[config.mk]
export PLATFORM = sky130hd
export DESIGN_NAME = mem_ctrl
export DESIGN_NICKNAME = d
export VERILOG_FILES = /design/src/rtl/mem_ctrl.sv
export SDC_FILE = /design/constraint.sdc
export NUM_CORES = 1
export LEC_CHECK = 0
export CAP_MARGIN = 20
export CORE_MARGIN = 3
export CORE_UTILIZATION = 50
export CTS_CLUSTER_DIAMETER = 30
export CTS_CLUSTER_SIZE = 20
export DETAILED_ROUTE_END_ITERATION = 6
export HOLD_SLACK_MARGIN = 0.1
export PLACE_DENSITY = 0.91
export RECOVER_POWER = 50
export SYNTH_ARGS = -nofsm -noshare
export SYNTH_HDL_FRONTEND = slang
export SYNTH_SLANG_ARGS = --single-unit
[constraint.sdc]
create_clock -name clk -period 3 [get_ports clk]
set_clock_uncertainty 0.2 [all_clocks]
set_input_delay 0.45 -clock clk [delete_from_list [all_inputs] [get_ports clk]]
set_output_delay 0.45 -clock clk [all_outputs]
set_load 0.1 [all_outputs]
[src/rtl/mem_ctrl.sv]
// mem_ctrl: arbitrates an instruction-fetch port and a load/store port onto a
// single byte-wide synchronous RAM.
//
// A transaction moves n bytes (byte = 1, half = 2, word = 4, fetch = 4) one
// byte per cycle at consecutive addresses, with 32-bit address wrap-around.
// MEM has priority over IF. Once granted, a transaction runs to completion;
// the only exception is a fetch cancelled by if_flush.
//
// Valid/ready handshake: a requester raises *_req and holds its address and
// data stable until it sees the one-cycle *_ack pulse. Read data is valid in
// the ack cycle and is held until the next ack of the same owner. The request
// is never re-granted in its own ack cycle, because arbitration only happens
// in IDLE and the FSM leaves the ack cycle for IDLE.
//
// Ports:
//   clk, rst              clock; asynchronous active-low reset
//   if_req/if_addr        fetch request and byte address
//   if_flush              cancels a pending or in-flight fetch
//   if_ack/if_data        fetch completion pulse and little-endian word
//   mem_req/mem_we/mem_sel/mem_addr/mem_wdata   load/store request
//   mem_ack/mem_rdata     load/store completion pulse and zero-extended data
//   stallreq_if/mem       combinational stall requests to the pipeline
//   ram_a/ram_wr/ram_dout RAM address, write strobe and write byte
//   ram_din               RAM read byte (one-cycle read latency)
//   dbg_state_o           FSM state: 0 = IDLE, 1 = READ, 2 = WRITE
module mem_ctrl (
    input  logic        clk,
    input  logic        rst,
    input  logic        if_req,
    input  logic [31:0] if_addr,
    input  logic        if_flush,
    output logic        if_ack,
    output logic [31:0] if_data,
    input  logic        mem_req,
    input  logic        mem_we,
    input  logic [1:0]  mem_sel,
    input  logic [31:0] mem_addr,
    input  logic [31:0] mem_wdata,
    output logic        mem_ack,
    output logic [31:0] mem_rdata,
    output logic        stallreq_if,
    output logic        stallreq_mem,
    output logic [31:0] ram_a,
    output logic        ram_wr,
    output logic [7:0]  ram_dout,
    input  logic [7:0]  ram_din,
    output logic [1:0]  dbg_state_o
);

    typedef enum logic [1:0] {
        S_IDLE  = 2'd0,
        S_READ  = 2'd1,
        S_WRITE = 2'd2
    } state_e;

    localparam logic OWN_IF  = 1'b0;
    localparam logic OWN_MEM = 1'b1;

    state_e      state_q, state_d;
    logic        owner_q, owner_d;
    logic [2:0]  n_q, n_d;        // bytes in this transaction
    logic [2:0]  cnt_q, cnt_d;    // cycles since grant, 0 = first RAM cycle
    logic [31:0] wdata_q, wdata_d;
    logic [31:0] buf_q, buf_d;    // read assembly buffer
    logic [31:0] ram_a_q, ram_a_d;
    logic        ram_wr_q, ram_wr_d;
    logic [7:0]  ram_dout_q, ram_dout_d;
    logic [31:0] if_data_q, if_data_d;
    logic [31:0] mem_rdata_q, mem_rdata_d;

    logic [2:0]  last_rd;         // read ack cycle: n+1 after the first RAM cycle
    logic [1:0]  rd_idx;          // byte landing on ram_din this cycle
    logic [1:0]  wr_idx;          // byte to drive in the next write cycle

    assign last_rd = n_q + 3'd1;
    assign rd_idx  = 2'(cnt_q - 3'd1);
    assign wr_idx  = 2'(cnt_q + 3'd1);

    function automatic logic [2:0] size_to_n(input logic [1:0] sel);
        case (sel)
            2'b00:   return 3'd1;
            2'b01:   return 3'd2;
            default: return 3'd4;
        endcase
    endfunction

    always_ff @(posedge clk or negedge rst) begin
        if (!rst) begin
            state_q     <= S_IDLE;
            owner_q     <= OWN_IF;
            n_q         <= 3'd0;
            cnt_q       <= 3'd0;
            wdata_q     <= 32'd0;
            buf_q       <= 32'd0;
            ram_a_q     <= 32'd0;
            ram_wr_q    <= 1'b0;
            ram_dout_q  <= 8'd0;
            if_data_q   <= 32'd0;
            mem_rdata_q <= 32'd0;
        end else begin
            state_q     <= state_d;
            owner_q     <= owner_d;
            n_q         <= n_d;
            cnt_q       <= cnt_d;
            wdata_q     <= wdata_d;
            buf_q       <= buf_d;
            ram_a_q     <= ram_a_d;
            ram_wr_q    <= ram_wr_d;
            ram_dout_q  <= ram_dout_d;
            if_data_q   <= if_data_d;
            mem_rdata_q <= mem_rdata_d;
        end
    end

    always_comb begin
        state_d     = state_q;
        owner_d     = owner_q;
        n_d         = n_q;
        cnt_d       = cnt_q;
        wdata_d     = wdata_q;
        buf_d       = buf_q;
        ram_a_d     = ram_a_q;
        ram_wr_d    = 1'b0;
        ram_dout_d  = ram_dout_q;
        if_data_d   = if_data_q;
        mem_rdata_d = mem_rdata_q;

        case (state_q)
            S_IDLE: begin
                // The RAM address/strobe/byte for the first cycle are loaded
                // at the grant edge so the RAM sees them in cycle G+1.
                if (mem_req) begin
                    owner_d = OWN_MEM;
                    n_d     = size_to_n(mem_sel);
                    cnt_d   = 3'd0;
                    ram_a_d = mem_addr;
                    buf_d   = 32'd0;
                    wdata_d = mem_wdata;
                    if (mem_we) begin
                        state_d    = S_WRITE;
                        ram_wr_d   = 1'b1;
                        ram_dout_d = mem_wdata[7:0];
                    end else begin
                        state_d = S_READ;
                    end
                end else if (if_req && !if_flush) begin
                    owner_d = OWN_IF;
                    n_d     = 3'd4;
                    cnt_d   = 3'd0;
                    ram_a_d = if_addr;
                    buf_d   = 32'd0;
                    state_d = S_READ;
                end
            end

            S_READ: begin
                if (owner_q == OWN_IF && if_flush) begin
                    state_d = S_IDLE;
                end else begin
                    cnt_d = cnt_q + 3'd1;
                    if (cnt_q < n_q - 3'd1) begin
                        ram_a_d = ram_a_q + 32'd1;
                    end
                    // Data for the address of cycle c arrives in cycle c+1.
                    if (cnt_q != 3'd0 && cnt_q <= n_q) begin
                        buf_d[{rd_idx, 3'b000} +: 8] = ram_din;
                    end
                    // Publish the completed word so it is valid in the ack cycle.
                    if (cnt_q == n_q) begin
                        if (owner_q == OWN_IF) begin
                            if_data_d = buf_d;
                        end else begin
                            mem_rdata_d = buf_d;
                        end
                    end
                    if (cnt_q == last_rd) begin
                        state_d = S_IDLE;
                    end
                end
            end

            S_WRITE: begin
                cnt_d = cnt_q + 3'd1;
                if (cnt_q < n_q - 3'd1) begin
                    ram_wr_d   = 1'b1;
                    ram_a_d    = ram_a_q + 32'd1;
                    ram_dout_d = wdata_q[{wr_idx, 3'b000} +: 8];
                end
                if (cnt_q == n_q) begin
                    state_d = S_IDLE;
                end
            end

            default: state_d = S_IDLE;
        endcase
    end

    assign if_ack  = (state_q == S_READ) && (owner_q == OWN_IF) && (cnt_q == last_rd);
    assign mem_ack = ((state_q == S_READ) && (owner_q == OWN_MEM) && (cnt_q == last_rd)) ||
                     ((state_q == S_WRITE) && (cnt_q == n_q));

    assign stallreq_if  = if_req & ~if_flush & ~if_ack;
    assign stallreq_mem = mem_req & ~mem_ack;

    assign if_data     = if_data_q;
    assign mem_rdata   = mem_rdata_q;
    assign ram_a       = ram_a_q;
    assign ram_wr      = ram_wr_q;
    assign ram_dout    = ram_dout_q;
    assign dbg_state_o = state_q;

endmodule

==> flow_summary.toml, run 1 <==
[run_status]
result_of_the_run = "finished clean"

[grt]
grt_pass1_vias = 7809
grt_first_pass_wirelength_mm = 39.8
initial_antenna_violation_count = 0
total_track_usage_pct = 24.4
grt.overflow.total = 0
grt_max_degree = 58

[place]
port_buffers = 222
detailed_place.area_um2 = 11600
post-dp-hpwl_mm = 17.7
gp_congestion = 0.836

[floorplanning]
core.rowCount = 49
die_height_um = 142
top_level_ports = 223
floorplan.core_area_um2 = 18100
initial_utilization_pct = 51.1
die_x_um = 142
floorplan.die_area_um2 = 20200

[final_layout]
layout-area-overhead-vs-synth_pct = 29.6
final.fill_count = 1420
mostFrequentLayoutCell = "sky130_fd_sc_hd__dfrtp_1"
final_util_pct = 66.3
final_cell_mix = "sky130_fd_sc_hd__dfrtp_1, sky130_fd_sc_hd__clkdlybuf4s50_1, sky130_fd_sc_hd__nand2_1"
nNetsFinal = 1240
num_antenna_cells = 0
final_layout_size_suffix_gt1_share_pct = 18.8
stdcell_area_um2 = 12000

[clock_tree]
cts_hold_repair.buffers = 1
clock_tree.buffer_depth = 2
ctsRootBufferMaster = "sky130_fd_sc_hd__clkbuf_16"
cts_made_buffers = 17
path_clk_slew_ps = 70
cts.htree.levels = 4
total_number_of_clock_tree_sinks = 178
post_cts.resized_instances = 0
cts_post_setup_buffers_inserted = 0
clock_latency_on_the_worst_skew_pair_ps = 430
tritoncts = "built"

[setup_path]
setup.worst_path.start_class = "register"
crit_arrival_ps = 2220
beginning_of_the_worst_register_to_register_path = "n_q[0]$_DFFE_PN0P_"
number_of_cells_on_the_worst_reg_to_reg_path = 10
timing.critical_path.from = "n_q[0]$_DFFE_PN0P_"
regToRegEndpoint = "ram_a[28]$_DFFE_PN0P_"
timing.critical_path.to = "stallreq_mem"
crit_required_ps = 2350
critPathKind = "register to output port"
reg2reg_setup_slack_ps = 250
crit_path_end_kind = "output port"
critical_path_peak_fanout = 4

[routing]
routed_vias = 7910
routed_wire_length_per_instance_um = 18.3
viasPerCell = 5.86
drc_errors = 0
drt_pre_antenna_iters = 6
violation_count_after_the_first_detailed_route_iteration = 609
postRouteWirelength_mm = 24.6
antenna_violating_nets_post_route = 0

[sta]
final-setup-viol-count = 0
finalWorstPathRequiredPeriod_ps = 2870
final_min_period_over_clock_period_pct = 95.6
setup_tns_after_final_layout_ps = 0
timing_worst_slew_pin_value_ps = 1380
rsz0062_at_grt = "false"
timing.final.max_slew_violations = 0
report.final.hold_viol_count = 0
max_clk_rate_mhz = 349
relSlewSlack_pct = 8.17

[synth]
dominant_combinational_cell_family_by_area_after_synthesis = "compound AO/OA/AOI/OAI gates"
post_synth_inst_count = 889
synth.mux.area_fraction_pct = 13.9
synth_compound_gate_area_share_pct = 16.7
ys_types = 56
netlist.area_leader.share_pct = 48.2
synthXorXnorAreaFrac_pct = 0.379
post_synth_main_area_contributors = "sky130_fd_sc_hd__dfrtp_1, sky130_fd_sc_hd__mux2_2, sky130_fd_sc_hd__mux2i_1"
seq_area_frac_synth_pct = 48.2
yosys.area_share.adder_pct = 2.57
syn_nets = 1020
synth_enable_flop_cells = 0
synth.largest_area_cell = "sky130_fd_sc_hd__dfrtp_1"
yosys_warnings = 0
async_reset_ff_share_pct = 100
syn_area_um2 = 9250
synth_simple_gate_area_share_pct = 15.0
synth_ff_type = "sky130_fd_sc_hd__dfrtp_1"
synthesis.area_per_instance_um2 = 10.4
ys_seq_elements = 178

[power]
p_leak_nw = 5.29
cellPowerDensity_nw_per_um2 = 1240
peak_supply_drop_uv = 924
overall_power_after_layout_w = 0.0149

[hold_path]
min_path_type = "register to register"

[run]
max_cap_viol_count = 0
[final cells by class]
cell class / count / area, um^2 / share of cell area [%]
tap: 229 / 287 / 2.39
clock inverter: 13 / 125 / 1.04
clock buffer: 17 / 425 / 3.55
inverter: 23 / 86.3 / 0.720
multi-input combinational: 632 / 4540 / 37.9
sequential: 178 / 4460 / 37.2
timing repair buffer: 257 / 2060 / 17.2
[worst min-delay path by stage]
stage | from | end | slack [ps] | depth (start not counted)
after global routing | if_data[7]$_DFFE_PN0P_ | if_data[7]$_DFFE_PN0P_ | 320 | 2
after global placement | rst | mem_rdata[10]$_DFFE_PN0P_ | 240 | 1
after floorplan | rst | buf_q[0]$_DFFE_PN0P_ | -50 | 0
final | if_data[7]$_DFFE_PN0P_ | if_data[7]$_DFFE_PN0P_ | 290 | 2
after detailed placement | rst | mem_rdata[10]$_DFFE_PN0P_ | 240 | 1
after CTS | if_data[6]$_DFFE_PN0P_ | if_data[6]$_DFFE_PN0P_ | 290 | 2
[cells in the mapped netlist (3+ instances only)]
cell type and n:
sky130_fd_sc_hd__nand4_1 16, sky130_fd_sc_hd__or3_1 9, sky130_fd_sc_hd__or4_1 3, sky130_fd_sc_hd__nor3_1 11, sky130_fd_sc_hd__ha_1 19, sky130_fd_sc_hd__a211oi_1 15
sky130_fd_sc_hd__nand2_1 85, sky130_fd_sc_hd__nor4_1 9, sky130_fd_sc_hd__o22a_1 11, sky130_fd_sc_hd__nor4_2 3, sky130_fd_sc_hd__mux2i_1 42, sky130_fd_sc_hd__dfrtp_1 178
sky130_fd_sc_hd__nor2_1 40, sky130_fd_sc_hd__buf_2 4, sky130_fd_sc_hd__nand2b_1 6, sky130_fd_sc_hd__a31oi_1 23, sky130_fd_sc_hd__buf_1 11, sky130_fd_sc_hd__a21o_1 7
sky130_fd_sc_hd__o22ai_1 10, sky130_fd_sc_hd__and3b_1 3, sky130_fd_sc_hd__a21oi_1 42, sky130_fd_sc_hd__a2bb2oi_1 6, sky130_fd_sc_hd__mux4_2 8, sky130_fd_sc_hd__a211o_1 7
sky130_fd_sc_hd__a22o_1 27, sky130_fd_sc_hd__mux2_2 61, sky130_fd_sc_hd__clkbuf_1 41, sky130_fd_sc_hd__o211a_1 6, sky130_fd_sc_hd__and2_1 18, sky130_fd_sc_hd__xnor2_1 4
sky130_fd_sc_hd__and3_1 4, sky130_fd_sc_hd__nor2b_1 19, sky130_fd_sc_hd__o211ai_1 5, sky130_fd_sc_hd__nand3b_1 4, sky130_fd_sc_hd__o21ai_0 58, sky130_fd_sc_hd__and4_1 4
sky130_fd_sc_hd__nand3_1 24, sky130_fd_sc_hd__inv_1 23
[per-stage QoR]
stage                     hold slack (ps)  cells  setup slack (ps)
after floorplan                     -45.6    889              23.3
final                                 288   1349               133
after CTS                             290   1349               113
after global placement                236   1318               144
after detailed placement              237   1318               111
after global routing                  317   1349              26.5
[where the power goes]
part | switching, W | leakage [nW] | internal [W]
Combinational | 0.00648 | 2.80 | 0.00243
Clock | 0.000990 | 0.255 | 0.00115
Sequential | 0.000676 | 2.23 | 0.00320
Total | 0.00815 | 5.29 | 0.00678
[flip-flops by register name, summed over array words and instances, names as in the netlist]
| register | count |
|---|---|
| buf_q | 32 |
| cnt_q | 3 |
| dbg_state_o | 2 |
| if_data | 32 |
| mem_rdata | 32 |
| n_q | 3 |
| owner_q | 1 |
| ram_a | 32 |
| ram_dout | 8 |
| ram_wr | 1 |
| wdata_q | 32 |
[worst max-delay path, cell delays in order, from the launching register on]
cell                      delay (ps)
sky130_fd_sc_hd__dfrtp_1         420
sky130_fd_sc_hd__ha_1            220
sky130_fd_sc_hd__xnor2_1         180
sky130_fd_sc_hd__xnor2_1         150
sky130_fd_sc_hd__nand3_1         240
sky130_fd_sc_hd__o22ai_4         340
sky130_fd_sc_hd__nor2_4           60
sky130_fd_sc_hd__buf_12          170
[metal layers]
layer	vias to the layer above	track usage (%)	share of wire [%]
met4	0	6.82	1.6
met1	3881	32.1	42
met3	31	5.04	6.3
met5	-	0	0
li1	3716	-	-
met2	282	41.4	50
[kinds of logic after synthesis]
logic type,after synthesis
simple gates,266
compound gates,232
flops,178
mux,111
buf+inv,79
fa+ha+maj,19
xor+xnor,4
(Power assumes the default switching activity.)
==> run 2: changes to the inputs <==
--- a/config.mk
+++ b/config.mk
@@ -9,11 +9,11 @@
 export CORE_MARGIN = 3
 export CORE_UTILIZATION = 50
 export CTS_CLUSTER_DIAMETER = 30
-export CTS_CLUSTER_SIZE = 20
 export DETAILED_ROUTE_END_ITERATION = 6
 export HOLD_SLACK_MARGIN = 0.1
 export PLACE_DENSITY = 0.91
 export RECOVER_POWER = 50
+export SETUP_SLACK_MARGIN = 0.02
 export SYNTH_ARGS = -nofsm -noshare
 export SYNTH_HDL_FRONTEND = slang
 export SYNTH_SLANG_ARGS = --single-unit
==> results of run 2 <==
Final layout, timing and power as in run 1 (identical DEF).
